$ cat src/rtl/nes_joypad_responder_if.sv
// Pad-side bundle of the NES joypad link: button sources, console pins and debug outputs.
// The master modport is the console/stimulus side, the slave modport is the responder.
interface nes_joypad_responder_if;
    logic [7:0] i_btn;
    logic [7:0] i_btn2;
    logic [1:0] i_turbo;
    logic       joy_strobe;
    logic       joy_clock;
    logic       joy_data;
    logic [4:0] o_bit_count;
    logic       o_turbo_phase;

    modport master (
        output i_btn,
        output i_btn2,
        output i_turbo,
        output joy_strobe,
        output joy_clock,
        input  joy_data,
        input  o_bit_count,
        input  o_turbo_phase
    );

    modport slave (
        input  i_btn,
        input  i_btn2,
        input  i_turbo,
        input  joy_strobe,
        input  joy_clock,
        output joy_data,
        output o_bit_count,
        output o_turbo_phase
    );
endinterface

$ cat src/rtl/nes_joypad_responder.sv
// Controller side of the NES serial joypad link: a 4021-style parallel-load / serial-shift
// responder with optional A/B turbo and an optional 24-bit Four Score frame.
module nes_joypad_responder #(
    parameter int         C_sync_stages = 2,
    parameter int         C_fourscore   = 0,
    parameter logic [7:0] C_signature   = 8'h10,
    parameter int         C_turbo_div   = 3
) (
    input  logic                  clk,
    input  logic                  resetn,
    nes_joypad_responder_if.slave bus
);

    localparam int         N          = (C_fourscore != 0) ? 24 : 8;
    localparam logic [7:0] TURBO_LAST = 8'(C_turbo_div - 1);

    // Turbo gating: a turbo-enabled button reads released during the low phase.
    function automatic logic [7:0] turbo_mask(input logic [7:0] btn,
                                              input logic [1:0] turbo,
                                              input logic       phase);
        logic [7:0] r;
        r = btn;
        if (turbo[0] && !phase) begin
            r[0] = 1'b0;
        end else begin
            r[0] = btn[0];
        end
        if (turbo[1] && !phase) begin
            r[1] = 1'b0;
        end else begin
            r[1] = btn[1];
        end
        return r;
    endfunction

    logic [C_sync_stages-1:0] strobe_sync_q, strobe_sync_d;
    logic [C_sync_stages-1:0] clock_sync_q,  clock_sync_d;
    logic                     s_strobe, s_clock;
    logic                     s_clock_d_q, s_clock_d_d;
    logic                     s_strobe_d_q, s_strobe_d_d;
    logic                     shift_evt_s, latch_end_s;
    logic [7:0]               btn_masked_s;
    logic [N-1:0]             load_val_s;
    logic [N-1:0]             sr_q, sr_d;
    logic [4:0]               bit_count_q, bit_count_d;
    logic                     joy_data_q, joy_data_d;
    logic [7:0]               tcnt_q, tcnt_d;
    logic                     turbo_phase_q, turbo_phase_d;

    assign s_strobe     = strobe_sync_q[C_sync_stages-1];
    assign s_clock      = clock_sync_q[C_sync_stages-1];
    assign btn_masked_s = turbo_mask(bus.i_btn, bus.i_turbo, turbo_phase_q);

    // The shift is keyed on the falling edge of the shift clock; strobe suppresses it.
    assign shift_evt_s = s_clock_d_q & ~s_clock & ~s_strobe;
    assign latch_end_s = s_strobe_d_q & ~s_strobe;

    if (C_fourscore != 0) begin : g_fourscore
        assign load_val_s = {C_signature, bus.i_btn2, btn_masked_s};
    end else begin : g_single
        logic unused_btn2_s;
        assign unused_btn2_s = ^bus.i_btn2;
        assign load_val_s    = btn_masked_s;
    end

    // Synchronizer chains and edge-detect history for the two console pins.
    always_comb begin
        strobe_sync_d = {strobe_sync_q[C_sync_stages-2:0], bus.joy_strobe};
        clock_sync_d  = {clock_sync_q[C_sync_stages-2:0], bus.joy_clock};
        s_clock_d_d   = s_clock;
        s_strobe_d_d  = s_strobe;
    end

    // Shift register and bit counter: parallel load while strobed, else shift in ones.
    always_comb begin
        sr_d        = sr_q;
        bit_count_d = bit_count_q;
        if (s_strobe) begin
            sr_d        = load_val_s;
            bit_count_d = 5'd0;
        end else if (shift_evt_s) begin
            sr_d = {1'b1, sr_q[N-1:1]};
            if (bit_count_q != 5'd31) begin
                bit_count_d = bit_count_q + 5'd1;
            end else begin
                bit_count_d = bit_count_q;
            end
        end else begin
            sr_d        = sr_q;
            bit_count_d = bit_count_q;
        end
    end

    // Data line is registered and active-low.
    always_comb begin
        joy_data_d = ~sr_q[0];
    end

    // Turbo divider: the phase only moves at latch end, so it affects the next frame's load.
    always_comb begin
        tcnt_d        = tcnt_q;
        turbo_phase_d = turbo_phase_q;
        if (latch_end_s) begin
            if (tcnt_q == TURBO_LAST) begin
                tcnt_d        = 8'd0;
                turbo_phase_d = ~turbo_phase_q;
            end else begin
                tcnt_d        = tcnt_q + 8'd1;
                turbo_phase_d = turbo_phase_q;
            end
        end else begin
            tcnt_d        = tcnt_q;
            turbo_phase_d = turbo_phase_q;
        end
    end

    // State register; reset aborts any frame in progress.
    always_ff @(posedge clk or negedge resetn) begin
        if (!resetn) begin
            strobe_sync_q <= '0;
            clock_sync_q  <= '0;
            s_clock_d_q   <= 1'b0;
            s_strobe_d_q  <= 1'b0;
            sr_q          <= '1;
            bit_count_q   <= 5'd0;
            joy_data_q    <= 1'b0;
            tcnt_q        <= 8'd0;
            turbo_phase_q <= 1'b1;
        end else begin
            strobe_sync_q <= strobe_sync_d;
            clock_sync_q  <= clock_sync_d;
            s_clock_d_q   <= s_clock_d_d;
            s_strobe_d_q  <= s_strobe_d_d;
            sr_q          <= sr_d;
            bit_count_q   <= bit_count_d;
            joy_data_q    <= joy_data_d;
            tcnt_q        <= tcnt_d;
            turbo_phase_q <= turbo_phase_d;
        end
    end

    assign bus.joy_data      = joy_data_q;
    assign bus.o_bit_count   = bit_count_q;
    assign bus.o_turbo_phase = turbo_phase_q;

endmodule

$ cat src/flat_wrapper.sv
// flat-port wrapper written by rule: the top's interface ports become plain ports
module nes_joypad_responder_flat 
#(
    parameter int         C_sync_stages = 2,
    parameter int         C_fourscore   = 0,
    parameter logic [7:0] C_signature   = 8'h10,
    parameter int         C_turbo_div   = 3
)
  (clk, resetn, bus_i_btn, bus_i_btn2, bus_i_turbo, bus_joy_strobe, bus_joy_clock, bus_joy_data, bus_o_bit_count, bus_o_turbo_phase);
  nes_joypad_responder_if bus_i ();
  input  logic clk;
  input  logic resetn;
  input wire logic [$bits(bus_i.i_btn)-1:0] bus_i_btn;
  input wire logic [$bits(bus_i.i_btn2)-1:0] bus_i_btn2;
  input wire logic [$bits(bus_i.i_turbo)-1:0] bus_i_turbo;
  input wire logic [$bits(bus_i.joy_strobe)-1:0] bus_joy_strobe;
  input wire logic [$bits(bus_i.joy_clock)-1:0] bus_joy_clock;
  output wire logic [$bits(bus_i.joy_data)-1:0] bus_joy_data;
  output wire logic [$bits(bus_i.o_bit_count)-1:0] bus_o_bit_count;
  output wire logic [$bits(bus_i.o_turbo_phase)-1:0] bus_o_turbo_phase;
  assign bus_i.i_btn = bus_i_btn;
  assign bus_i.i_btn2 = bus_i_btn2;
  assign bus_i.i_turbo = bus_i_turbo;
  assign bus_i.joy_strobe = bus_joy_strobe;
  assign bus_i.joy_clock = bus_joy_clock;
  assign bus_joy_data = bus_i.joy_data;
  assign bus_o_bit_count = bus_i.o_bit_count;
  assign bus_o_turbo_phase = bus_i.o_turbo_phase;
  nes_joypad_responder #(.C_sync_stages(C_sync_stages), .C_fourscore(C_fourscore), .C_signature(C_signature), .C_turbo_div(C_turbo_div)) u_core (.clk(clk), .resetn(resetn), .bus(bus_i));
endmodule
$ cat config.mk
export PLATFORM = sky130hd
export DESIGN_NAME = nes_joypad_responder_flat
export DESIGN_NICKNAME = d
export VERILOG_FILES = /design/src/rtl/nes_joypad_responder_if.sv /design/src/rtl/nes_joypad_responder.sv /design/src/flat_wrapper.sv
export SDC_FILE = /design/constraint.sdc
export NUM_CORES = 1
export LEC_CHECK = 0
export CAP_MARGIN = 20
export CORE_UTILIZATION = 40
export CTS_CLUSTER_SIZE = 24
export DETAILED_ROUTE_END_ITERATION = 8
export PLACE_DENSITY = 0.72
export SYNTH_ARGS = -nofsm -noshare
export SYNTH_HDL_FRONTEND = slang
export SYNTH_SLANG_ARGS = --single-unit
$ cat constraint.sdc
create_clock -name clk -period 3.9 [get_ports clk]
set_input_delay 1.17 -clock clk [delete_from_list [all_inputs] [get_ports clk]]
set_output_delay 1.17 -clock clk [all_outputs]
set_load 0.005 [all_outputs]
* Word level (Yosys, flattened, before mapping)
Index checks and enable logic that the tools add are counted.
Word-level totals: input port bits 22, register bits 29, latch bits 0, memories kept 0, bits in read-only memories 0, memory bits (writable) 0, output and inout bits 7
Cells by class: shifts and indexed selects 0, $add $sub $neg 2, reductions and logical operators 7, multiplexer cells 8, equal/unequal tests 2, multipliers 0, div/mod/pow operators 0, bitwise gates (word level) 7, magnitude comparators 0
Operators with widths (number):
- 2-to-1 mux 8 bit | 3
- 2-to-1 mux 5 bit | 3
- adder 8 x 1 -> 8 bit, second input constant | 1
- equality test 8 x 2 -> 1 bit, second input constant | 1
- adder 5 x 1 -> 5 bit, second input constant | 1
- != test 5 bit, second input constant | 1
- NOT 1 bit | 4
- AND reduction 2 bit | 2
- nonzero test 2 bit | 2
- bitwise AND 1 bit | 3
- logical AND 1 bit | 2
- 2-to-1 mux 1 bit | 2
- logical NOT 1 bit | 1

* Depth between registers and ports, before layout
Gate-level depths: netlist of run 1.
depth after elaboration 5, mapped depth 6, gate-level depth less buffers 6

* Least setup slack after synthesis of run 1
Ideal clock, no wire load.
path type flip-flop to output port, from reg u_core.turbo_phase_q (netlist: u_core.bus.o_turbo_phase), to out bus_o_turbo_phase, path slack 2.199 ns, required time 2.730 ns, arrival time 0.531 ns, stages on the path, launching flop included 1, path through dfstp_2
RTL lines:
- start, declared | line nes_joypad_responder.sv:48 | logic turbo_phase_q, turbo_phase_d;
- start signal, assigned | line nes_joypad_responder.sv:138 | turbo_phase_q <= turbo_phase_d;
- end, declared | line flat_wrapper.sv:20 | output wire logic [$bits(bus_i.o_turbo_phase)-1:0] bus_o_turbo_phase;
No word-level cell between the ends.

* Worst setup path in the final report of run 1
from reg u_core.turbo_phase_q (netlist: u_core.bus.o_turbo_phase), to out bus_o_turbo_phase
No word-level cell between the ends.

==> impl_metrics.yaml, run 1 <==
clock_network:
  cts-root-buf: "clkbuf_4"
  cts.sinks: 29
  clockBufferDepth: 2
  worstSkewPairLatency_ps: 330
  postCtsHoldBufs: 0
  cts_resized: 0
  cts_max_level: 2
  cts_made_buffers: 5
  clk_pin_slew_ps: 80
  postCtsSetupBuffers: 0
  cts_tree: "done"
die:
  placeableCoreArea_um2: 3030
  die_y_um: 58.5
  fp.dieW_um: 58.5
  pin_count: 29
  start_util: 0.421
  rows: 20
  die_area_um2: 3420
critical_path:
  cp_top_family: "flip-flops"
  critPathArrivalTime_ps: 1390
  cp_cell_sequence: "clkdlybuf4s50_1"
  end_kind: "output port"
  cp_slowest_stage_delay_ps: 570
  crit_fanout: 4
  startpoint_type: "flop"
  ff2ff_setup_slack_ps: 2050
  r2r_cells: 6
  r2r-end: "u_core.bus.o_bit_count[0]"
  cp-startpoint: "u_core.bus.o_turbo_phase"
  crit_buf_inv: 1
  critical_path_class: "flop to output port"
  cp.required_ps: 2730
  slowest_stage: "dfstp_2"
  timing.rr.start: "u_core.bus.o_bit_count[0]"
power:
  pwr-share-comb: 0.189
  p_sw_uw: 212
  leakage_uw: 0.000717
  powerDensity_nw_per_um2: 458
  seqPwrFrac: 0.577
  max-vdd-ir-drop_uv: 138
  p_int_uw: 508
  sw_frac_of_total: 0.295
  pwr-share-clk: 0.234
timing:
  worst_slack_ps: 1340
  final-max-slew-violation-count: 0
  setup-tns-final_ps: 0
  hold_viol: 0
  skew_ps: 8.42
  rsz0062_at_grt: "no"
  worstMarginPinSlew_ps: 657
  finalCritPeriodShare: 0.655
  period_needed_ps: 2560
  hold_ws_ps: 352
  max_clock_freq_mhz: 391
  setup_viol: 0
  relSlewSlack: 0.562
global_route:
  grt_antenna_before_repair: 0
  use_met3: 0.0593
  grt_pass1_vias: 842
  grt_overflow: 0
  gr-usage-met1: 0.176
  grtUsageTotal: 0.148
  grt_pass1_wl_mm: 3.72
  busiest_layer: "met2"
  grt_max_degree: 30
  use_met2: 0.230
layout:
  fillers: 264
  final_cells: 179
  fin_nets: 160
  final_cell_area_um2: 1570
  syn_to_final_growth_pct: 23.3
  n_antenna_cell: 0
  drive_gt1_frac: 0.148
  layout_common_cells: "20 x clkdlybuf4s50_1, 20 x dfrtp_1"
placed_design:
  io_buffers: 20
  dpl.hpwl_mm: 1.45
  place_congestion: 0.747
  post-place-ws_ps: 1690
  place_inst: 171
  placed_area_um2: 1520
synth:
  synth_nets: 135
  synth-seq-cells: 29
  ys_types: 27
  syn_inst: 109
  syn_area_per_cell_um2: 11.7
  yosys_warnings: 0
  synth-seq-area-share: 0.578
  synth_area_um2: 1270
drt:
  post_drt_wl_per_cell_um: 11.7
  drt-total-wl_mm: 2.10
  ant_nets: 0
  drt-initial-drc-count: 36
  viasPerCell: 4.84
  route.detailed.drc: 0
  vias: 867
  dr.pass1.iters: 4
min_path:
  min_path_cells: 0
  hold_end: "u_core.clock_sync_q[1]"
  hp-start: "u_core.clock_sync_q[0]"
  hold_class: "flop to flop"
run_status:
  outcome: "finished clean"
flow_run:
  maxCapViolations: 0
[area by class of cell]
type,count,area (µm²),area share
clock inverters,2,10.0,0.00637
multi-input cells,73,505,0.322
repair buffers,21,208,0.132
flip-flops and latches,29,737,0.469
clock buffers,6,41.3,0.0263
inverters,4,15.0,0.00955
well taps,44,55.1,0.0350
[synth_stat cells]
cell | instances | area (µm²)
dfrtp_1 | 20 | 500
dfstp_2 | 9 | 236
mux2i_1 | 9 | 90.1
nand2_1 | 9 | 33.8
o21ai_0 | 9 | 45.0
nor2_1 | 7 | 26.3
xnor2_1 | 5 | 43.8
xor2_1 | 5 | 43.8
a21oi_1 | 4 | 20.0
ha_1 | 4 | 50.1
inv_1 | 4 | 15.0
and3_1 | 3 | 18.8
nand4_1 | 3 | 18.8
nor3_1 | 3 | 15.0
buf_2 | 2 | 10.0
nand3b_1 | 2 | 15.0
a211oi_1 | 1 | 7.51
and4bb_2 | 1 | 12.5
buf_4 | 1 | 7.51
nand2b_4 | 1 | 13.8
nand3_1 | 1 | 5.00
nor2b_1 | 1 | 6.26
nor2b_2 | 1 | 8.76
nor3b_1 | 1 | 7.51
nor4b_1 | 1 | 8.76
o31ai_1 | 1 | 7.51
or4_1 | 1 | 7.51
[power groups by stage]
stage | logic (µW) | clock network, µW | registers, µW
4_1_cts | 139 | 178 | 416
6_report | 136 | 168 | 416
3_5_place_dp | 139 | 0 | 421
2_1_floorplan | 87.3 | 0 | 408
5_1_grt | 156 | 191 | 424
3_3_place_gp | 133 | 0 | 417
[routing by layer]
metal | vias up | routed length (µm)
li1 | 427 | -
met3 | 8 | 135
met1 | 408 | 898
met5 | - | 0
met4 | 0 | 61
met2 | 24 | 1000
[stage by stage]
step / total power (µW) / util
after floorplan: 495 / -
after global placement: 550 / 0.502
after detailed placement: 560 / 0.502
after global routing: 772 / 0.519
final: 720 / 0.519
after CTS: 733 / 0.519
[state kept, by name, summed over array words and instances (netlist names)]
signal,cells
u_core.sr_q,8
u_core.tcnt_q,8
u_core.bus.o_bit_count,5
u_core.clock_sync_q,2
u_core.strobe_sync_q,2
u_core.bus.joy_data,1
u_core.bus.o_turbo_phase,1
u_core.s_clock_d_q,1
u_core.s_strobe_d_q,1
[cell families (layout without fill, tap and decap cells)]
| logic type | after synthesis | count (layout) | synth area share |
|---|---|---|---|
| and+or+nand+nor | 35 | 35 | 0.155 |
| muxes | 9 | 9 | 0.0707 |
| DFF | 29 | 29 | 0.578 |
| AOI/OAI and AO/OA | 15 | 15 | 0.0628 |
| adders and majority gates | 4 | 4 | 0.0393 |
| buffers and inverters | 7 | 33 | 0.0255 |
| xor gates and xnor gates | 10 | 10 | 0.0687 |
[how the worst max path moves through the flow]
stage / endpoint / slack (ps) / cells after the start
finish: bus_o_turbo_phase / 1340 / 1
global route: bus_o_turbo_phase / 1300 / 1
CTS: bus_o_turbo_phase / 1320 / 1
detailed placement: bus_o_turbo_phase / 1690 / 1
global placement: bus_o_turbo_phase / 1700 / 1
floorplan: bus_o_turbo_phase / 2200 / 0
(Power assumes the default switching activity.)
==> run 2: changes to the inputs <==
- clock period: 3.9 -> 2.65 ns (I/O delays scaled with it)
==> impl_metrics.yaml, run 2 (synthesis results as in run 1) <==
critical_path:
  ff2ff_setup_slack_ps: 810
  r2r_cells: 6
  cp_slowest_stage_delay_ps: 570
  cp.required_ps: 1860
  end_kind: "output port"
  startpoint_type: "flop"
  crit_buf_inv: 1
  timing.rr.start: "u_core.bus.o_bit_count[0]"
  critPathArrivalTime_ps: 1390
  cp_top_family: "flip-flops"
  cp_cell_sequence: "clkdlybuf4s50_1"
  crit_fanout: 4
  cp-startpoint: "u_core.bus.o_turbo_phase"
  slowest_stage: "dfstp_2"
  r2r-end: "u_core.bus.o_bit_count[0]"
  critical_path_class: "flop to output port"
timing:
  max_clock_freq_mhz: 459
  finalCritPeriodShare: 0.823
  worstMarginPinSlew_ps: 670
  skew_ps: 6.69
  period_needed_ps: 2180
  relSlewSlack: 0.553
  final-max-slew-violation-count: 0
  worst_slack_ps: 470
  hold_viol: 0
  rsz0062_at_grt: "no"
  setup_viol: 0
  setup-tns-final_ps: 0
die:
  fp.dieW_um: 58.5
  die_area_um2: 3420
  pin_count: 29
  placeableCoreArea_um2: 3030
  start_util: 0.421
  die_y_um: 58.5
  rows: 20
clock_network:
  cts_tree: "done"
  cts_max_level: 2
  clockBufferDepth: 2
  cts.sinks: 29
  postCtsHoldBufs: 0
  cts_made_buffers: 5
  worstSkewPairLatency_ps: 330
  clk_pin_slew_ps: 90
  cts_resized: 0
  postCtsSetupBuffers: 0
  cts-root-buf: "clkbuf_4"
placed_design:
  place_congestion: 0.748
  io_buffers: 20
  dpl.hpwl_mm: 1.53
  post-place-ws_ps: 819
min_path:
  hold_end: "u_core.strobe_sync_q[1]"
  hp-start: "u_core.strobe_sync_q[0]"
  min_path_cells: 0
  hold_class: "flop to flop"
layout:
  fin_nets: 160
  fillers: 278
  layout_common_cells: "20 x clkdlybuf4s50_1, 20 x dfrtp_1"
  n_antenna_cell: 0
  syn_to_final_growth_pct: 24.7
  drive_gt1_frac: 0.156
drt:
  drt-total-wl_mm: 2.21
  post_drt_wl_per_cell_um: 12.4
  route.detailed.drc: 0
  viasPerCell: 4.88
  drt-initial-drc-count: 32
  dr.pass1.iters: 4
  vias: 873
  ant_nets: 0
global_route:
  grt_pass1_vias: 870
  grt_antenna_before_repair: 0
  grtUsageTotal: 0.157
  grt_max_degree: 30
  grt_pass1_wl_mm: 3.88
  grt_overflow: 0
power:
  leakage_uw: 0.000726
  max-vdd-ir-drop_uv: 291
  powerDensity_nw_per_um2: 704
run_status:
  outcome: "finished clean"
flow_run:
  maxCapViolations: 0
## run 2: through the flow
step            util  cell area (µm²)  std cells  total power (µW)  hold WS (ps)
4_1_cts        0.525             1590        179              1140           358
2_1_floorplan      -             1270        109               728           331
5_1_grt        0.525             1590        179              1200           360
3_5_place_dp   0.502             1520        171               822           336
3_3_place_gp   0.502             1520        171               809           333
6_report       0.525             1590        179              1120           355
## run 2: layer usage
| metal | vias to the layer above | part of all wire | GRT usage |
|---|---|---|---|
| li1 | 424 | - | - |
| met1 | 422 | 0.43 | 0.178 |
| met2 | 21 | 0.49 | 0.259 |
| met3 | 6 | 0.059 | 0.0725 |
| met4 | 0 | 0.019 | 0.0612 |
| met5 | - | 0 | 0 |
## run 2: final cells by class
cell class / instances / area (µm²) / area share
clock buffer: 7 / 65.1 / 0.0409
sequential: 29 / 737 / 0.463
timing repair buffer: 21 / 208 / 0.131
multi-input combinational: 73 / 505 / 0.318
clock inverter: 1 / 5.00 / 0.00315
tap: 44 / 55.1 / 0.0346
inverter: 4 / 15.0 / 0.00944
## run 2: worst max-delay path by stage
stage,slack (ps),endpoint,cells past startpoint
after floorplan,970,u_core.bus.o_bit_count[3],5
after global placement,820,bus_o_turbo_phase,1
after detailed placement,820,bus_o_turbo_phase,1
after CTS,440,bus_o_turbo_phase,1
after global routing,410,bus_o_turbo_phase,1
final,470,bus_o_turbo_phase,1
## run 2: report_power, final
part / switching (µW) / internal (µW) / leakage (µW)
Combinational: 85.3 / 115 / 0.000337
Clock: 155 / 154 / 0.0000413
Sequential: 78.9 / 532 / 0.000347
Total: 319 / 800 / 0.000726
